<file path="config.mk">
export PLATFORM = sky130hd
export DESIGN_NAME = led_fader
export DESIGN_NICKNAME = d
export VERILOG_FILES = /design/src/rtl/led_fader_pkg.sv /design/src/rtl/led_fader_channel.sv /design/src/rtl/led_fader.sv
export SDC_FILE = /design/constraint.sdc
export NUM_CORES = 1
export LEC_CHECK = 0
export CAP_MARGIN = 20
export CORE_ASPECT_RATIO = 0.5
export CORE_UTILIZATION = 50
export CTS_CLUSTER_SIZE = 8
export DETAILED_ROUTE_END_ITERATION = 8
export PLACE_DENSITY = 0.74
export SLEW_MARGIN = 40
export SYNTH_ARGS = -nofsm -noshare
export SYNTH_HDL_FRONTEND = slang
export SYNTH_SLANG_ARGS = --single-unit
</file>
<file path="constraint.sdc">
create_clock -name clk -period 3.9 [get_ports clk]
set_input_delay 0.78 -clock clk [delete_from_list [all_inputs] [get_ports clk]]
set_output_delay 0.78 -clock clk [all_outputs]
set_load 0.03 [all_outputs]
</file>
<file path="src/rtl/led_fader_pkg.sv">
// rtl/led_fader_pkg.sv - shared fade state type and duty stepping helpers for led_fader
package led_fader_pkg;

   typedef enum logic [1:0] {
      OFF       = 2'd0,
      RAMP_UP   = 2'd1,
      ON        = 2'd2,
      RAMP_DOWN = 2'd3
   } fade_state_t;

   // Steps duty toward target by at most step; differences are compared so nothing overflows.
   function automatic int unsigned sat_step(input int unsigned duty,
                                            input int unsigned target,
                                            input int unsigned step);
      int unsigned r;
      r = duty;
      if (duty < target) begin
         r = ((target - duty) > step) ? duty + step : target;
      end else if (duty > target) begin
         r = ((duty - target) > step) ? duty - step : target;
      end
      return r;
   endfunction

   function automatic fade_state_t classify(input int unsigned duty,
                                            input int unsigned target);
      fade_state_t s;
      if (duty < target) begin
         s = RAMP_UP;
      end else if (duty > target) begin
         s = RAMP_DOWN;
      end else if (duty == 0) begin
         s = OFF;
      end else begin
         s = ON;
      end
      return s;
   endfunction

endpackage

</file>
<file path="src/rtl/led_fader_channel.sv">
// rtl/led_fader_channel.sv - one fading PWM channel: target, duty ramp, state and compare output
// Optional square-law brightness curve when LED_FADER_GAMMA_EN is defined.
module led_fader_channel
   import led_fader_pkg::*;
#(
   parameter int PWM_BITS  = 8,
   parameter int FADE_STEP = 1
) (
   input  logic                clk,
   input  logic                rst,
   input  logic                pattern,
   input  logic [PWM_BITS-1:0] brightness,
   input  logic [PWM_BITS-1:0] pwm_cnt,
   input  logic                wrap,
   output logic                led,
   output logic                fading
);

   logic [PWM_BITS-1:0] target;
   logic [PWM_BITS-1:0] duty;
   logic [PWM_BITS-1:0] duty_next;
   logic [PWM_BITS-1:0] eff_duty;
   fade_state_t         state;
   fade_state_t         state_next;

   always_comb begin
      duty_next  = PWM_BITS'(sat_step(32'(duty), 32'(target), 32'(FADE_STEP)));
      state_next = classify(32'(duty), 32'(target));
   end

`ifdef LED_FADER_GAMMA_EN
   logic [2*PWM_BITS-1:0] duty_sq;
   assign duty_sq  = {{PWM_BITS{1'b0}}, duty} * {{PWM_BITS{1'b0}}, duty};
   assign eff_duty = duty_sq[2*PWM_BITS-1:PWM_BITS];
`else
   assign eff_duty = duty;
`endif

   // Duty only moves on the wrap tick so each PWM period sees a single stable level.
   always_ff @(posedge clk) begin
      if (rst) begin
         target <= '0;
         duty   <= '0;
         state  <= OFF;
         led    <= 1'b0;
      end else begin
         target <= pattern ? brightness : '0;
         if (wrap) begin
            duty <= duty_next;
         end
         state <= state_next;
         led   <= (eff_duty > pwm_cnt);
      end
   end

   assign fading = (state == RAMP_UP) || (state == RAMP_DOWN);

endmodule

</file>
<file path="src/rtl/led_fader.sv">
// rtl/led_fader.sv - per-channel fading PWM LED driver with shared prescaler and PWM timebase
// Define LED_FADER_GAMMA_EN for a square-law brightness curve in every channel.
module led_fader
   import led_fader_pkg::*;
#(
   parameter int NUM_LEDS  = 4,
   parameter int PWM_BITS  = 8,
   parameter int PRESCALE  = 100,
   parameter int FADE_STEP = 1
) (
   input  logic                clk,
   input  logic                rst,
   input  logic [NUM_LEDS-1:0] in_pattern,
   input  logic [PWM_BITS-1:0] brightness,
   output logic [NUM_LEDS-1:0] led_out,
   output logic [NUM_LEDS-1:0] fading,
   output logic                period_start
);

   localparam int PS_W = (PRESCALE > 1) ? $clog2(PRESCALE) : 1;

   logic [PS_W-1:0]     prescaler;
   logic [PWM_BITS-1:0] pwm_cnt;
   logic                tick;
   logic                wrap;

   assign tick = (prescaler == PS_W'(PRESCALE - 1));
   assign wrap = tick && (pwm_cnt == '1);

   always_ff @(posedge clk) begin
      if (rst) begin
         prescaler    <= '0;
         pwm_cnt      <= '0;
         period_start <= 1'b0;
      end else begin
         prescaler <= tick ? '0 : prescaler + PS_W'(1);
         if (tick) begin
            pwm_cnt <= pwm_cnt + PWM_BITS'(1);
         end
         period_start <= wrap;
      end
   end

   for (genvar i = 0; i < NUM_LEDS; i++) begin : g_ch
      led_fader_channel #(
         .PWM_BITS  (PWM_BITS),
         .FADE_STEP (FADE_STEP)
      ) u_ch (
         .clk        (clk),
         .rst        (rst),
         .pattern    (in_pattern[i]),
         .brightness (brightness),
         .pwm_cnt    (pwm_cnt),
         .wrap       (wrap),
         .led        (led_out[i]),
         .fading     (fading[i])
      );
   end

endmodule

</file>
==> results.toml, run 1 <==
[status]
status = "complete, no violations"

[timing]
skew_ns = 0.00924
fin_crit_sh_pct = 90.5
finalMaxSlewViolations = 0
rsz0062_at_grt = "false"
hold_violations = 0
fmax_mhz = 283
slew_headroom_pct = 50.4
min_period_ns = 3.53
worstMarginPinSlew_ns = 0.744
worst_hold_slack_ns = 0.448
totalNegativeSetupSlack_ns = 0
setup_viol = 0

[clocking]
cts_tree = "done"
cts_buffer_depth = 2
postCtsHoldBufs = 0
cts.sink_count = 88
path_clk_slew_ns = 0.07
cts-root-buf = "clkbuf_16"
cts_buffers = 9
clk_latency_ns = 0.35
postCtsSetupRepairBufs = 0
postCtsResizedCells = 0
htree_num_levels = 3

[yosys]
yosys_most_used_dff = "dfxtp_1"
netlist_area_um2 = 8650
yosys_warnings = 0
avgSynthCellArea_um2 = 8.07
synth_edf_count = 0
syn_inst = 1072
synth_fp_nets = 1208
synth.ff_latch_count = 88
synth_cell_type_count = 97
synthArstFlopShare_pct = 0
ys_seq_area_share_pct = 20.4

[hold_path]
hp-class = "reg2reg"
hold_path_depth = 1
min_from = "prescaler[0]"
hold_path_end = "prescaler[0]"

[worst_setup_path]
cp_slowest_cell = "a21oi_1"
path_class = "reg2reg"
cp.buffers_inverters = 1
worst-path-max-fanout = 8
worstPathArrival_ns = 3.78
critical-path-top-delay-family = "compound AO/OA/AOI/OAI gates"
r2r-start = "g_ch[1].u_ch.duty[0]"
r2r_setup_slack_ns = 0.37
reg2reg_depth = 11
max_stage_delay_ns = 0.59
worstReg2RegEnd = "g_ch[1].u_ch.duty[2]"
crit_chain = "inv_1, ha_1, fa_1, nor2b_1, o21ai_0, a21boi_0, mux2i_1, nor4_4, a21oi_1, o221ai_1, a22o_1"
required_ns = 4.15
end_kind = "flip-flop"
worstSetupStartpointType = "flip-flop"

[die]
dieArea_um2 = 17900
ioPinCount = 23
die_h_um = 95.0
rows = 33
design.core.area_um2 = 16600
initial_utilization_pct = 52.0
die_x_um = 188

[grt]
grt_overflow = 0
grt_pass1_wl_um = 36600
antenna_found_initial = 0
grt_max_degree = 31
grt.total_usage_pct = 25.8
grt_pass1_vias = 7049

[pwr]
ir_drop_mv = 0.180
p_leak_uw = 0.00381
power.density_nw_per_um2 = 255

[final_layout]
final_layout_size_suffix_gt1_share_pct = 6.36
syn2layout_area_growth_pct = 6.80
nets = 1201
diodes = 0

[detailed_routing]
viasPerCell = 6.07
drt-wirelength-per-cell_um = 17.6
dr_total_vias = 7875
postRouteAntennaNets = 0
dr.pass1.iters = 5
drc = 0
drtIter0Drc = 606
drt_wl_total_um = 22800

[placed_design]
dp_hpwl_um = 17500
gp_congestion = 0.948
io_buffers = 22

[flow_run]
max-cap-violations = 0
[Yosys cell counts, types with 5 or more instances]
master      n  area, µm²
buf_2      16       80.1
ha_1      114       1430
nand2b_1   20        125
a21oi_1    90        450
xnor2_1    32        280
a21oi_2     5       43.8
a221oi_2    5       75.1
and3_1     12       75.1
inv_1      94        353
o21ai_0    46        230
nor2_1     76        285
o31a_1      6       52.6
or3_1       7       43.8
a221oi_1    7       61.3
nor3_1     24        120
mux2i_1     6       60.1
o31ai_1     9       67.6
a211o_1     5       43.8
nor2b_1    24        150
clkbuf_1   16       60.1
nand3b_1    6       45.0
a211oi_1   13       97.6
nand2_1    60        225
buf_4      10       75.1
and2_1     37        231
a21o_1     19        143
nand4_1    27        169
nand3_1    27        135
fa_1        8        160
a31oi_1     6       37.5
dfxtp_1    88       1760
o221ai_1    5       43.8
o21a_1      9       67.6
a22o_1      6       52.6
xor2_1      9       78.8
o211ai_1   10       75.1
nor2_2      5       31.3
[how the worst max path moves through the flow]
stage,startpoint,to,slack (ns),cells past startpoint
CTS,g_ch[1].u_ch.duty[0],g_ch[1].u_ch.duty[2],0.44,11
global placement,g_ch[1].u_ch.duty[0],g_ch[1].u_ch.duty[2],0.43,11
finish,g_ch[1].u_ch.duty[0],g_ch[1].u_ch.duty[2],0.37,11
global route,g_ch[1].u_ch.duty[0],g_ch[1].u_ch.duty[5],0.08,12
detailed placement,g_ch[1].u_ch.duty[0],g_ch[1].u_ch.duty[2],0.45,11
floorplan,g_ch[0].u_ch.duty[1],g_ch[0].u_ch.duty[6],1.02,11
[stage by stage]
stage               utilization (%)  cell area [µm²]  setup WS [ns]  total power [µW]  std cells
finish                         55.5             9240          0.370              2360       1297
global route                   55.5             9240         0.0818              2460       1297
CTS                            55.5             9240          0.439              2360       1297
detailed placement             53.7             8940          0.449              1490       1281
global placement               53.7             8940          0.427              1490       1281
floorplan                         -             8650           1.02              1370       1072
[sequential cells by signal, indices dropped and copies added, names as in the netlist]
name / count
period_start: 1
g_ch.u_ch.led: 4
pwm_cnt: 8
g_ch.u_ch.state: 4
g_ch.u_ch.target: 32
g_ch.u_ch.duty: 32
prescaler: 7
[final cells by class]
type                            instances  area (µm²)
Clock buffer                            9         225
Clock inverter                          7        71.3
Fill cell                            1508        7400
Inverter                               95         357
Multi-Input combinational cell        845        6300
Sequential cell                        88        1760
Tap cell                              227         284
Timing Repair Buffer                   26         245
[cells by family after synthesis]
family / count (synthesis) / synth area share, %
AOI/OAI and AO/OA: 317 / 27.0
muxes: 7 / 0.824
xor gates and xnor gates: 41 / 4.15
buffers and inverters: 139 / 6.87
adders and majority gates: 122 / 18.3
and+or+nand+nor: 358 / 22.4
DFF: 88 / 20.4
[metal layers]
| metal | share of wire, % | global-route usage (%) |
|---|---|---|
| met1 | 50 | 37.6 |
| met2 | 43 | 39.8 |
| met3 | 6.3 | 3.39 |
| met4 | 1.5 | 6.91 |
| met5 | 0 | 0 |
[where the power goes]
| part | leakage, µW | total, µW | internal (µW) | switching (µW) |
|---|---|---|---|---|
| Combinational | 0.00295 | 549 | 211 | 338 |
| Sequential | 0.000716 | 935 | 918 | 17.4 |
| Clock | 0.000146 | 876 | 453 | 423 |
[placed cells by master, fill, tap and decap left out, types with 5 or more instances in the layout]
cell / instances
xor2_1: 9
or3_1: 7
a221oi_1: 7
nor2_1: 76
nor2b_1: 24
and3_1: 12
and2_1: 37
xnor2_1: 32
fa_1: 8
nand4_1: 27
a22o_1: 6
nand2_1: 60
a211oi_1: 13
o211ai_1: 10
o221ai_1: 5
a211o_1: 5
nand2b_1: 20
ha_1: 114
dfxtp_1: 88
o21a_1: 9
nor2_2: 5
clkdlybuf4s50_1: 21
a221oi_2: 5
clkbuf_16: 9
o31a_1: 6
mux2i_1: 6
a21o_1: 19
a21oi_1: 90
inv_1: 94
o21ai_0: 46
nand3b_1: 6
a21oi_2: 5
nor3_1: 24
a31oi_1: 6
nand3_1: 27
o31ai_1: 9
Note: power is estimated with default switching activity, not from simulation.
==> run 2: changes to the inputs <==
--- a/config.mk
+++ b/config.mk
@@ -11,7 +11,7 @@
 export CTS_CLUSTER_SIZE = 8
 export DETAILED_ROUTE_END_ITERATION = 8
 export PLACE_DENSITY = 0.74
-export SLEW_MARGIN = 40
+export SLEW_MARGIN = 0
 export SYNTH_ARGS = -nofsm -noshare
 export SYNTH_HDL_FRONTEND = slang
 export SYNTH_SLANG_ARGS = --single-unit
==> results of run 2 <==
No change in the layout: final DEF, timing and power equal those of run 1.
==> run 3: changes to the inputs <==
--- a/config.mk
+++ b/config.mk
@@ -6,11 +6,11 @@
 export NUM_CORES = 1
 export LEC_CHECK = 0
 export CAP_MARGIN = 20
-export CORE_ASPECT_RATIO = 0.5
-export CORE_UTILIZATION = 50
+export CORE_ASPECT_RATIO = 1.1
+export CORE_UTILIZATION = 40
 export CTS_CLUSTER_SIZE = 8
 export DETAILED_ROUTE_END_ITERATION = 8
-export PLACE_DENSITY = 0.74
+export PLACE_DENSITY = 0.63
 export SLEW_MARGIN = 0
 export SYNTH_ARGS = -nofsm -noshare
 export SYNTH_HDL_FRONTEND = slang
==> run 3 against run 2 <==
Net effect:
- the run now ends with design-rule violations left
- clock power down 6.6%
- non-clock buffer count down 2
- first-iteration DRC count up 0.83%
- sequential power about the same
- via count down 1.9%
- register-to-register slack better by 0.12 ns
- flip-flop and latch count unchanged
- hold slack better by 0.0044 ns
==> results.toml, run 3 (synthesis results as in run 1) <==
[status]
status = "finished, violations left"
violations = "design-rule violations"

[detailed_routing]
drt_wl_total_um = 22400
drtIter0Drc = 611
postRouteAntennaNets = 0
drt-wirelength-per-cell_um = 16.5
viasPerCell = 5.69
dr.pass1.iters = 8
dr_total_vias = 7724
drc = 1

[clocking]
cts-root-buf = "clkbuf_16"
cts_buffer_depth = 2
postCtsHoldBufs = 0
cts.sink_count = 88
postCtsSetupRepairBufs = 0
htree_num_levels = 3
clk_latency_ns = 0.34
postCtsResizedCells = 0
path_clk_slew_ns = 0.06
cts_tree = "done"
cts_buffers = 9

[worst_setup_path]
end_kind = "flip-flop"
path_class = "reg2reg"
critPathLaunch = "g_ch[1].u_ch.duty[0]"
worstSetupStartpointType = "flip-flop"
crit_chain = "inv_1, ha_1, fa_1, nor2b_1, o21ai_0, a21boi_0, mux2i_1, nor4_4, a21oi_1, o221ai_1, a22o_1"
worst-path-max-fanout = 8
required_ns = 4.13
cp_slowest_cell = "a21oi_1"
reg2reg_depth = 11
r2r-start = "g_ch[1].u_ch.duty[0]"
worstReg2RegEnd = "g_ch[1].u_ch.duty[2]"
worstPathArrival_ns = 3.64
r2r_setup_slack_ns = 0.49
max_stage_delay_ns = 0.55

[placed_design]
place_ws_ns = 0.554
io_buffers = 22
dp_hpwl_um = 17200
gp_congestion = 0.897

[grt]
grt_overflow = 0
grt_pass1_wl_um = 37000
use_met1_pct = 27.0
grt-busiest-layer = "met2"
grt_pass1_vias = 7311
gr-usage-met3_pct = 2.05
grt_max_degree = 27
use_met2_pct = 35.0
grt.total_usage_pct = 20.8
antenna_found_initial = 0

[timing]
setup_viol = 0
min_period_ns = 3.41
worstMarginPinSlew_ns = 0.690
hold_violations = 0
finalMaxSlewViolations = 0
setup_slack_ns = 0.489
worst_hold_slack_ns = 0.453
fmax_mhz = 293
rsz0062_at_grt = "false"
slew_headroom_pct = 54.0
skew_ns = 0.00891
fin_crit_sh_pct = 87.5
totalNegativeSetupSlack_ns = 0

[final_layout]
nFillCells = 2206
final_cell_mix = "ha_1, inv_1, a21oi_1, dfxtp_1, nor2_1"
nets = 1199
syn2layout_area_growth_pct = 7.38
top_regs = "g_ch.u_ch.duty (32), g_ch.u_ch.target (32), pwm_cnt (8)"
fin_util_pct = 43.6
diodes = 0
final_layout_size_suffix_gt1_share_pct = 6.09
mostFrequentLayoutCell = "ha_1"

[hold_path]
hold_path_depth = 1
hp-class = "reg2reg"
min_from = "prescaler[0]"
hold_path_end = "prescaler[0]"

[pwr]
ir_drop_mv = 0.211
power.density_nw_per_um2 = 247
p_leak_uw = 0.00379

[die]
ioPinCount = 23
dieArea_um2 = 22200
initial_utilization_pct = 40.6
design.core.area_um2 = 21300
rows = 56
die_x_um = 142
die_h_um = 156

[flow_run]
max-cap-violations = 0
[run 3: worst max-delay path by stage]
stage / endpoint / depth (start not counted)
finish: g_ch[1].u_ch.duty[2] / 11
global placement: g_ch[0].u_ch.duty[6] / 10
global route: g_ch[1].u_ch.duty[5] / 12
CTS: g_ch[1].u_ch.duty[2] / 11
floorplan: g_ch[0].u_ch.duty[6] / 11
detailed placement: g_ch[1].u_ch.duty[2] / 11
[run 3: cell type report]
class	instances	area (µm²)	share of cell area [%]
multi-input combinational	845	6300	67.8
timing repair buffer	24	230	2.48
clock buffer	11	253	2.72
clock inverter	4	30.0	0.323
sequential	88	1760	19.0
inverter	95	357	3.84
tap	290	363	3.91
[run 3: critical path, delay by kind of cell, from the launching register on]
family / cells / cell delay, ns
AO/OA/AOI/OAI: 5 / 1.41
adder cells (fa/ha/maj): 2 / 0.63
flip-flops: 1 / 0.48
multiplexers: 1 / 0.32
AND/OR/NAND/NOR: 2 / 0.27
buffers and inverters: 1 / 0.18
[run 3: per-layer routing]
layer  share of wire (%)  wire [µm]
met4                 2.8        625
met3                 3.7        821
met2                  47      10500
met5                   0          0
met1                  47      10400
[run 3: where the power goes]
part	switching (µW)	internal (µW)	total, µW
Clock	354	464	818
Combinational	336	211	546
Sequential	15.6	919	934
[run 3: metrics by stage]
stage          std cells  total power [µW]  instance area, µm²
3_3_place_gp        1342              1490                9010
6_report            1357              2300                9290
3_5_place_dp        1342              1490                9010
4_1_cts             1357              2310                9290
2_1_floorplan       1072              1370                8650
5_1_grt             1357              2400                9290
